==> src/rtl/ercm_pkg.sv <==
// Shared types and constants for the ERCM8 approximate-multiplier sharing logic.
// The op struct carries an id wide enough for the largest supported requester count.
package ercm_pkg;
  localparam int ERCM_W       = 8;
  localparam int ERCM_PW      = 16;
  localparam int ERCM_MW      = 7;
  localparam int ERCM_IDW_MAX = 3;
  localparam logic [ERCM_MW-1:0] MASK_EXACT = 7'h7F;

  typedef struct packed {
    logic [ERCM_IDW_MAX-1:0] id;
    logic [ERCM_W-1:0]       a;
    logic [ERCM_W-1:0]       b;
    logic [ERCM_MW-1:0]      mask;
  } ercm_op_t;
endpackage

==> src/rtl/ercm8_share_ctrl_rr_arbiter.sv <==
// Round-robin arbiter: grants the first requester at or above ptr (wrapping).
// Produces a one-hot grant plus its encoded index; nothing is granted when en is low.
module rr_arbiter #(
  parameter int NREQ = 4,
  parameter int IDW  = (NREQ > 1) ? $clog2(NREQ) : 1
) (
  input  logic [NREQ-1:0] req,
  input  logic [IDW-1:0]  ptr,
  input  logic            en,
  output logic [NREQ-1:0] gnt,
  output logic [IDW-1:0]  id
);
  logic           found;
  logic [IDW-1:0] idx;

  always_comb begin
    gnt   = '0;
    id    = '0;
    found = 1'b0;
    idx   = '0;
    for (int k = 0; k < NREQ; k++) begin
      idx = IDW'((int'(ptr) + k) % NREQ);
      if (en && !found && req[idx]) begin
        gnt[idx] = 1'b1;
        id       = idx;
        found    = 1'b1;
      end
    end
  end
endmodule

==> src/rtl/ercm8_share_ctrl.sv <==
// Shares one external ERCM8 multiplier among NREQ requesters: round-robin accept,
// operand register (drives mul_*), result register (drives rsp_*), per-requester mask table.
import ercm_pkg::*;

module ercm8_share_ctrl #(
  parameter int                 NREQ     = 4,
  parameter int                 IDW      = 2,
  parameter logic [ERCM_MW-1:0] MASK_RST = 7'h7F
) (
  input  logic                clk,
  input  logic                rst,
  input  logic [NREQ-1:0]     req_valid,
  output logic [NREQ-1:0]     req_ready,
  input  logic [8*NREQ-1:0]   req_a,
  input  logic [8*NREQ-1:0]   req_b,
  input  logic                cfg_we,
  input  logic [IDW-1:0]      cfg_id,
  input  logic [ERCM_MW-1:0]  cfg_mask,
  output logic [ERCM_W-1:0]   mul_a,
  output logic [ERCM_W-1:0]   mul_b,
  output logic [ERCM_MW-1:0]  mul_mask,
  input  logic [ERCM_PW-1:0]  mul_dat,
  output logic                rsp_valid,
  input  logic                rsp_ready,
  output logic [IDW-1:0]      rsp_id,
  output logic [ERCM_PW-1:0]  rsp_dat,
  output logic [15:0]         op_cnt
);
  logic [NREQ-1:0][ERCM_W-1:0]  a_v, b_v;
  logic [NREQ-1:0][ERCM_MW-1:0] mask_tbl_q, mask_tbl_d;
  logic [IDW-1:0]               ptr_q, ptr_d;
  ercm_op_t                     s1_q, s1_d;
  logic                         s1_v_q, s1_v_d;
  logic                         s2_v_q, s2_v_d;
  logic [IDW-1:0]               s2_id_q, s2_id_d;
  logic [ERCM_PW-1:0]           s2_dat_q, s2_dat_d;
  logic [15:0]                  op_cnt_q, op_cnt_d;

  logic                         s1_ld, s2_ld, any_gnt, cfg_ok;
  logic [NREQ-1:0]              gnt;
  logic [IDW-1:0]               gnt_id;
  logic                         unused_id;

  assign a_v = req_a;
  assign b_v = req_b;

  // Result stage advances when it is empty or being drained; operand stage follows it.
  assign s2_ld = s1_v_q & (~s2_v_q | rsp_ready);
  assign s1_ld = ~s1_v_q | s2_ld;

  rr_arbiter #(.NREQ(NREQ), .IDW(IDW)) u_arb (
    .req (req_valid),
    .ptr (ptr_q),
    .en  (s1_ld),
    .gnt (gnt),
    .id  (gnt_id)
  );

  assign any_gnt   = |gnt;
  assign req_ready = gnt;
  assign cfg_ok    = ({1'b0, cfg_id} < (IDW+1)'(NREQ));

  always_comb begin
    s1_v_d = s1_v_q;
    s1_d   = s1_q;
    ptr_d  = ptr_q;
    if (s1_ld) begin
      s1_v_d = any_gnt;
      if (any_gnt) begin
        s1_d.id   = ERCM_IDW_MAX'(gnt_id);
        s1_d.a    = a_v[gnt_id];
        s1_d.b    = b_v[gnt_id];
        s1_d.mask = mask_tbl_q[gnt_id];
        ptr_d     = (gnt_id == IDW'(NREQ-1)) ? '0 : gnt_id + 1'b1;
      end
    end
  end

  always_comb begin
    s2_v_d   = s2_v_q;
    s2_id_d  = s2_id_q;
    s2_dat_d = s2_dat_q;
    if (s2_ld) begin
      s2_v_d   = 1'b1;
      s2_id_d  = s1_q.id[IDW-1:0];
      s2_dat_d = mul_dat;
    end else if (rsp_ready) begin
      s2_v_d   = 1'b0;
    end
  end

  // Table reads above see the pre-write value, so a same-cycle accept keeps the old mask.
  always_comb begin
    mask_tbl_d = mask_tbl_q;
    if (cfg_we && cfg_ok) mask_tbl_d[cfg_id] = cfg_mask;
    op_cnt_d = op_cnt_q + 16'(s2_v_q & rsp_ready);
  end

  always_ff @(posedge clk or posedge rst) begin
    if (rst) begin
      mask_tbl_q <= {NREQ{MASK_RST}};
      ptr_q      <= '0;
      s1_q       <= '0;
      s1_v_q     <= 1'b0;
      s2_v_q     <= 1'b0;
      s2_id_q    <= '0;
      s2_dat_q   <= '0;
      op_cnt_q   <= '0;
    end else begin
      mask_tbl_q <= mask_tbl_d;
      ptr_q      <= ptr_d;
      s1_q       <= s1_d;
      s1_v_q     <= s1_v_d;
      s2_v_q     <= s2_v_d;
      s2_id_q    <= s2_id_d;
      s2_dat_q   <= s2_dat_d;
      op_cnt_q   <= op_cnt_d;
    end
  end

  assign unused_id = ^s1_q.id;

  assign mul_a     = s1_q.a;
  assign mul_b     = s1_q.b;
  assign mul_mask  = s1_q.mask;
  assign rsp_valid = s2_v_q;
  assign rsp_id    = s2_id_q;
  assign rsp_dat   = s2_dat_q;
  assign op_cnt    = op_cnt_q;
endmodule

==> config.mk <==
export PLATFORM = sky130hd
export DESIGN_NAME = ercm8_share_ctrl
export DESIGN_NICKNAME = d
export VERILOG_FILES = /design/src/rtl/ercm_pkg.sv /design/src/rtl/ercm8_share_ctrl_rr_arbiter.sv /design/src/rtl/ercm8_share_ctrl.sv
export SDC_FILE = /design/constraint.sdc
export NUM_CORES = 1
export LEC_CHECK = 0
export BUFFER_PORTS_ARGS = -buffer_cell sky130_fd_sc_hd__buf_2
export CAP_MARGIN = 0
export CORE_ASPECT_RATIO = 2
export CORE_UTILIZATION = 48
export CTS_BUF_LIST = sky130_fd_sc_hd__clkbuf_2
export CTS_CLUSTER_SIZE = 16
export DETAILED_ROUTE_END_ITERATION = 8
export GPL_TIMING_DRIVEN = 0
export PLACE_DENSITY = 0.88
export SYNTH_ARGS = -nofsm -noshare
export SYNTH_HDL_FRONTEND = slang
export SYNTH_SLANG_ARGS = --single-unit
==> constraint.sdc <==
create_clock -name clk -period 3.2 [get_ports clk]
set_input_delay 0.32 -clock clk [delete_from_list [all_inputs] [get_ports clk]]
set_output_delay 0.32 -clock clk [all_outputs]
set_load 0.005 [all_outputs]
==> impl_metrics.toml, run 1 <==
[sta]
fin_tns_setup_ps = -202
min_period_ps = 3230
hold_viol = 0
finalCritPeriodShare_pct = 101
slew_viol_final = 0
worst_slew_pin_slew_ps = 1350
finalSetupViolations = 8
fmax_ghz = 0.309
rsz0062_at_grt = "true"
finClkSkew_ps = 42.3
slew_headroom_pct = 9.60
finalWorstSetupSlack_ps = -32.1

[floorplan]
initial_utilization_pct = 49.2
die-area_mm2 = 0.0107
die_height_um = 145
die_w_um = 73.7
core-area_mm2 = 0.0100
row_count = 52
num_io_pins = 159

[yosys]
syn_area_per_cell_um2 = 11.5
ys.warnings.count = 0
syn_nets = 537
synthXorXnorAreaFrac_pct = 2.66
ys_ff_latch = 91
synth_compound_area_share_pct = 8.63
netlist_area_mm2 = 0.00493
synth_edf_count = 0
synth-simple-area-share_pct = 11.7
synth_ff_type = "dfrtp_1"
synthMuxAreaShare_pct = 20.4
synthCells = 430
synthAdderAreaFrac_pct = 2.54
synth_cell_types = 40
async_flop_share_pct = 100
synth_top_family_by_area = "multiplexers"
synth-seq-area-share_pct = 46.9

[grt]
grt_antenna_before_repair = 2
grt_max_degree = 48
track_usage_pct = 25.1
grt_first_pass_wirelength_um = 20600
globalRouteOverflowTotal = 0
grt_pass1_vias = 4457

[routing]
drtPass1Iterations = 7
routedWlPerCell_um = 17.3
num_vias = 4325
ant_nets = 0
drtIter0Drc = 252
drc = 0
via_per_inst = 5.50
drt-total-wl_um = 13600

[placed_design]
hpwl_um = 9430
placed_cell_area_mm2 = 0.00592
gp_congestion = 0.863
io_buffers = 158

[worst_setup_path]
critPathRequiredTime_ps = 3700
critPathMaxFanout = 7
cp_top_family = "buffers and inverters"
crit_path_start_kind = "register"
crit_path_frequent_cell = "buf_4"
end_kind = "register"
slowest_stage = "mux4_2"
critPathMaxStageDelay_ps = 610
worstPathCellList = "buf_6 -> clkinvlp_4 -> ha_4 -> mux4_2 -> buf_4 -> buf_4 -> nor3_1 -> o21ai_1 -> a22oi_2 -> buf_6 -> buf_4 -> clkbuf_16 -> a32oi_1 -> mux2_4"
cp.arrival_ps = 3730
path_buf_inv = 7
crit_type = "register to register"

[cells_and_area]
final_core_util_pct = 65.7
seqCellArea_mm2 = 0.00231
final_nets = 752
fin_area_mm2 = 0.00659
multiInputGateArea_mm2 = 0.00232
fillers = 772
syn2layout_area_growth_pct = 33.5
drive_above_1_share_pct = 55.4

[clock_network]
htreeDepth = 3
cts_made_buffers = 9
cts_tree = "done"
clockRootBuffer = "clkbuf_2"
clk_pin_slew_ps = 240
cts.sinks = 91
clk_path_buf_depth = 2
worstSkewPairLatency_ps = 610

[pwr]
switching_share_pct = 39.9
p_sw_mw = 3.07
sequentialPowerShare_pct = 24.8
comb_power_share_pct = 67.4
p_leak_nw = 3.21
power.density_mw_per_mm2 = 1170
p_int_mw = 4.64
clkPwrFrac_pct = 7.8
vdd_drop_max_uv = 655

[run_status]
violations = "negative setup slack"
status = "finished with violations"

[min_path]
hp-class = "input port to register"

[flow_run]
maxCapViolations = 0
==> flip-flops by register name, summed over array words and instances (netlist names), 2 cells and up <==
| register | flops |
|---|---|
| mask_tbl_q | 28 |
| op_cnt | 16 |
| rsp_dat | 16 |
| mul_a | 8 |
| mul_b | 8 |
| mul_mask | 7 |
| ptr_q | 2 |
| rsp_id | 2 |
| s1_q | 2 |
==> power by group through the flow <==
stage	registers (mW)	clock network [mW]	logic, mW
6_report	1.91	0.605	5.20
5_1_grt	1.96	0.657	5.51
4_1_cts	1.90	0.620	4.71
3_5_place_dp	1.94	0	4.51
3_3_place_gp	1.91	0	4.35
2_1_floorplan	1.89	0	3.33
==> synth_stat cells, drive strengths merged, types with 2 or more instances <==
cell,number,area share [%]
a221oi,4,0.71
nor3,4,0.51
nand4,4,0.63
mux4,4,1.8
xor2,3,0.53
buf,38,6.0
nand3b,7,1.1
and3,2,0.25
ha,10,2.5
inv,9,0.69
mux2i,2,0.41
a21oi,28,2.8
a32oi,23,4.1
dfrtp,63,32
dfstp,28,15
xnor2,12,2.1
nand3,6,0.61
o21ai,4,0.41
mux2,71,18
clkbuf,7,0.53
nand2b,4,0.51
nand2,82,6.3
nor2,5,0.38
==> cell type report <==
type,count,share of cell area [%]
multi-input cells,285,35.3
plain buffers,45,5.53
clock buffers,10,0.760
clock inverters,6,1.10
flip-flops and latches,91,35.1
inverters,9,0.608
diodes,2,0.0760
repair buffers,204,18.9
well taps,135,2.57
==> placed cells by master (no fill, tap or decap), types with 3 or more instances in the layout <==
cell type	synthesis	layout
a21oi_1	28	27
a221oi_2	0	4
a32oi_1	23	22
buf_2	3	159
buf_4	30	52
buf_6	5	6
clkbuf_2	0	12
dfrtp_1	63	62
dfstp_2	28	28
dlygate4sd3_1	0	24
ha_1	10	9
inv_1	9	7
mux2_2	46	46
mux2_4	25	25
mux4_2	4	4
nand2_1	81	81
nand2b_1	4	3
nand3_1	6	6
nand3b_1	7	7
nand4_1	3	3
nor2_1	5	5
nor3_1	3	3
o21ai_1	3	4
xnor2_1	12	12
xor2_1	3	3
==> path summary, 6_finish.rpt <==
check / startpoint / endpoint / slack (ps) / cells after the start
hold reg to reg: op_cnt[15] / op_cnt[15] / 480 / 1
hold / removal: rsp_ready / rsp_valid / 60 / 3
setup / recovery: ptr_q[0] / mul_b[0] / -30 / 14
setup reg to reg: ptr_q[0] / mul_b[0] / -30 / 14
min in group asynchronous: rst / op_cnt[2] / 290 / 3
max in group asynchronous: rst / mask_tbl_q[12] / 2180 / 4
==> through the flow <==
step	hold WS, ps	total power [mW]	setup slack [ps]	cells
global placement	460	6.26	-331	723
floorplan	468	5.22	182	430
finish	58.5	7.71	-32.1	787
global route	34.6	8.13	-173	787
detailed placement	421	6.45	-300	724
CTS	17.4	7.23	2.07	771
==> timing repair <==
| item | CTS | global route |
|---|---|---|
| setup buffers | 7 | 13 |
| hold endpoints to repair | 84 | 0 |
| gates resized for setup | 10 | 33 |
| hold buffers | 24 | 0 |
| gates cloned | 0 | 1 |
| pin swaps | 1 | 7 |
| setup endpoints to repair | 30 | 27 |
==> tightest hold or removal path: stages <==
cell and delay (ps):
buf_2 120, nand2b_1 130, nand2b_1 60
==> per-layer routing <==
metal,vias up,track usage [%],wire length (um)
met4,0,15.0,681
met1,2114,27.9,5090
met2,213,43.5,7180
met5,-,0,0
li1,1931,-,-
met3,67,3.67,689
==> logic make-up after synthesis <==
logic type      after synthesis
xor+xnor                     15
buf+inv                      54
fa+ha+maj                    10
simple gates                121
mux                          77
flops                        91
compound gates               62
No activity file was read; power rests on OpenSTA's default activity.
==> inputs of run 2 (changes only) <==
--- a/config.mk
+++ b/config.mk
@@ -8,12 +8,12 @@
 export BUFFER_PORTS_ARGS = -buffer_cell sky130_fd_sc_hd__buf_2
 export CAP_MARGIN = 0
 export CORE_ASPECT_RATIO = 2
-export CORE_UTILIZATION = 48
+export CORE_UTILIZATION = 53
 export CTS_BUF_LIST = sky130_fd_sc_hd__clkbuf_2
 export CTS_CLUSTER_SIZE = 16
 export DETAILED_ROUTE_END_ITERATION = 8
 export GPL_TIMING_DRIVEN = 0
-export PLACE_DENSITY = 0.88
+export PLACE_DENSITY = 0.92
 export SYNTH_ARGS = -nofsm -noshare
 export SYNTH_HDL_FRONTEND = slang
 export SYNTH_SLANG_ARGS = --single-unit
==> constraint.sdc (replaced) <==
create_clock -name clk -period 3.5 [get_ports clk]
set_input_delay 0.35 -clock clk [delete_from_list [all_inputs] [get_ports clk]]
set_output_delay 0.35 -clock clk [all_outputs]
set_load 0.005 [all_outputs]
==> run 2 against run 1 <==
  * The flow now finishes without violations
  * Routed wire length up 4.1%
  * Flip-flop and latch count unchanged
  * Sequential power fell by 8%
  * Critical endpoint is now mul_a[7]
==> impl_metrics.toml, run 2 (synthesized netlist as in run 1, its figures left out) <==
[sta]
slew_viol_final = 0
worst_slew_pin_slew_ps = 1360
finClkSkew_ps = 35.7
slew_headroom_pct = 9.06
min_period_ps = 3400
fin_tns_setup_ps = 0
finalSetupViolations = 0
finalCritPeriodShare_pct = 97.1
fin_hold_ws_ps = 41.6
fmax_ghz = 0.294
hold_viol = 0

[worst_setup_path]
critPathMaxFanout = 10
critPathMaxStageDelay_ps = 580
path_buf_inv = 4
crit_path_start_kind = "register"
worstPathCellList = "buf_6 -> clkinvlp_4 -> ha_4 -> mux4_2 -> nor4b_4 -> buf_4 -> a22oi_2 -> clkbuf_1 -> a21oi_1 -> a32oi_1 -> mux2_4"
crit_type = "register to register"
critPathRequiredTime_ps = 4010
cp_top_family = "multiplexers"
cp.arrival_ps = 3900
end_kind = "register"
slowest_stage = "mux4_2"

[pwr]
vdd_drop_max_uv = 737
comb_power_share_pct = 66.0
power_mw = 6.76
power.density_mw_per_mm2 = 1070
p_leak_nw = 3.08
clkPwrFrac_pct = 8.0
p_sw_mw = 2.80
switching_share_pct = 41.4
p_int_mw = 3.96
sequentialPowerShare_pct = 25.9

[routing]
num_vias = 4286
drc = 0
drtPass1Iterations = 7
ant_nets = 0
routedWlPerCell_um = 19.3
via_per_inst = 5.82
drt-total-wl_um = 14200
drtIter0Drc = 288

[clock_network]
worstSkewPairLatency_ps = 590
clk_pin_slew_ps = 250
cts_made_buffers = 9
cts.sinks = 91
cts_tree = "done"
htreeDepth = 3
clockRootBuffer = "clkbuf_2"
clk_path_buf_depth = 2

[grt]
grt_pass1_vias = 4408
grt_antenna_before_repair = 1
grt_max_degree = 51
globalRouteOverflowTotal = 0
track_usage_pct = 29.0
grt_first_pass_wirelength_um = 21800

[flow_run]
maxCapViolations = 0

[cells_and_area]
regMostFlops = "mask_tbl_q"
multiInputGateArea_mm2 = 0.00231
final_nets = 735
drive_above_1_share_pct = 54.0
fin_area_mm2 = 0.00630
final_core_util_pct = 69.9
layout_commonest_cell = "buf_2"
fillers = 672
syn2layout_area_growth_pct = 27.8
final_cell_mix = "161 x buf_2, 81 x nand2_1, 62 x dfrtp_1, 46 x mux2_2, 41 x buf_4"
largest_register_ffs = 28
seqCellArea_mm2 = 0.00231

[floorplan]
core-area_mm2 = 0.00901
initial_utilization_pct = 54.7
die_w_um = 70.2
num_io_pins = 159
row_count = 49
die-area_mm2 = 0.00972
die_height_um = 138

[run_status]
status = "finished, final reports clean"

[placed_design]
io_buffers = 158
placed_cell_area_mm2 = 0.00588
gp_congestion = 0.867
hpwl_um = 9980

[min_path]
hp-class = "input port to register"
run 2: repair_timing:
| action | CTS | global route |
|---|---|---|
| hold buffers | 14 | 3 |
| hold endpoints to repair | 54 | 3 |
| setup endpoints to repair | 18 | 27 |
| setup buffers | 2 | 9 |
| resized for setup | 3 | 8 |
| pin swaps | 1 | 3 |
run 2: worst register-to-register path, cell delays in order (launching register included):
cell        delay, ps
dfrtp_1           420
buf_6             120
clkinvlp_4        110
ha_4              320
mux4_2            590
nor4b_4           500
buf_4             200
a22oi_2            80
clkbuf_1          320
a21oi_1           280
a32oi_1           100
mux2_4            290
run 2: through the flow:
stage                     setup slack, ps  instances
after floorplan                       482        430
after global placement              -54.8        690
after detailed placement            -85.7        691
after CTS                           0.341        723
after global routing                -54.4        736
final                                 102        736
run 2: layout make-up:
| cell class | count | area share, % |
|---|---|---|
| buffer | 45 | 5.14 |
| timing repair buffer | 187 | 17.0 |
| multi-input combinational | 285 | 36.6 |
| inverter | 9 | 0.635 |
| antenna | 1 | 0.0397 |
| sequential | 91 | 36.7 |
| clock buffer | 10 | 0.794 |
| clock inverter | 6 | 1.03 |
| tap | 102 | 2.03 |
run 2: path summary, 6_finish.rpt:
kind | from | end | slack, ps | cells after the start
worst min-delay path | cfg_mask[4] | mask_tbl_q[18] | 40 | 2
worst max register to register | ptr_q[0] | mul_a[7] | 100 | 11
worst min register to register | op_cnt[15] | op_cnt[15] | 510 | 1
worst max-delay path | ptr_q[0] | mul_a[7] | 100 | 11
min in group asynchronous | rst | rsp_dat[10] | 340 | 3
max in group asynchronous | rst | mask_tbl_q[16] | 2410 | 4
run 2: routing by layer:
metal	vias up	wire, um	track usage, %
met4	0	599	17.1
met3	56	633	5.10
met2	214	8000	53.0
met5	-	0	0
li1	1891	-	-
met1	2125	4960	29.9
run 2: power by group through the flow:
stage          Combinational [mW]  Clock, mW  Sequential [mW]
2_1_floorplan                3.05          0             1.73
3_3_place_gp                 4.02          0             1.74
3_5_place_dp                 4.19          0             1.77
4_1_cts                      4.25      0.544             1.75
5_1_grt                      4.76      0.592             1.80
6_report                     4.46      0.543             1.75
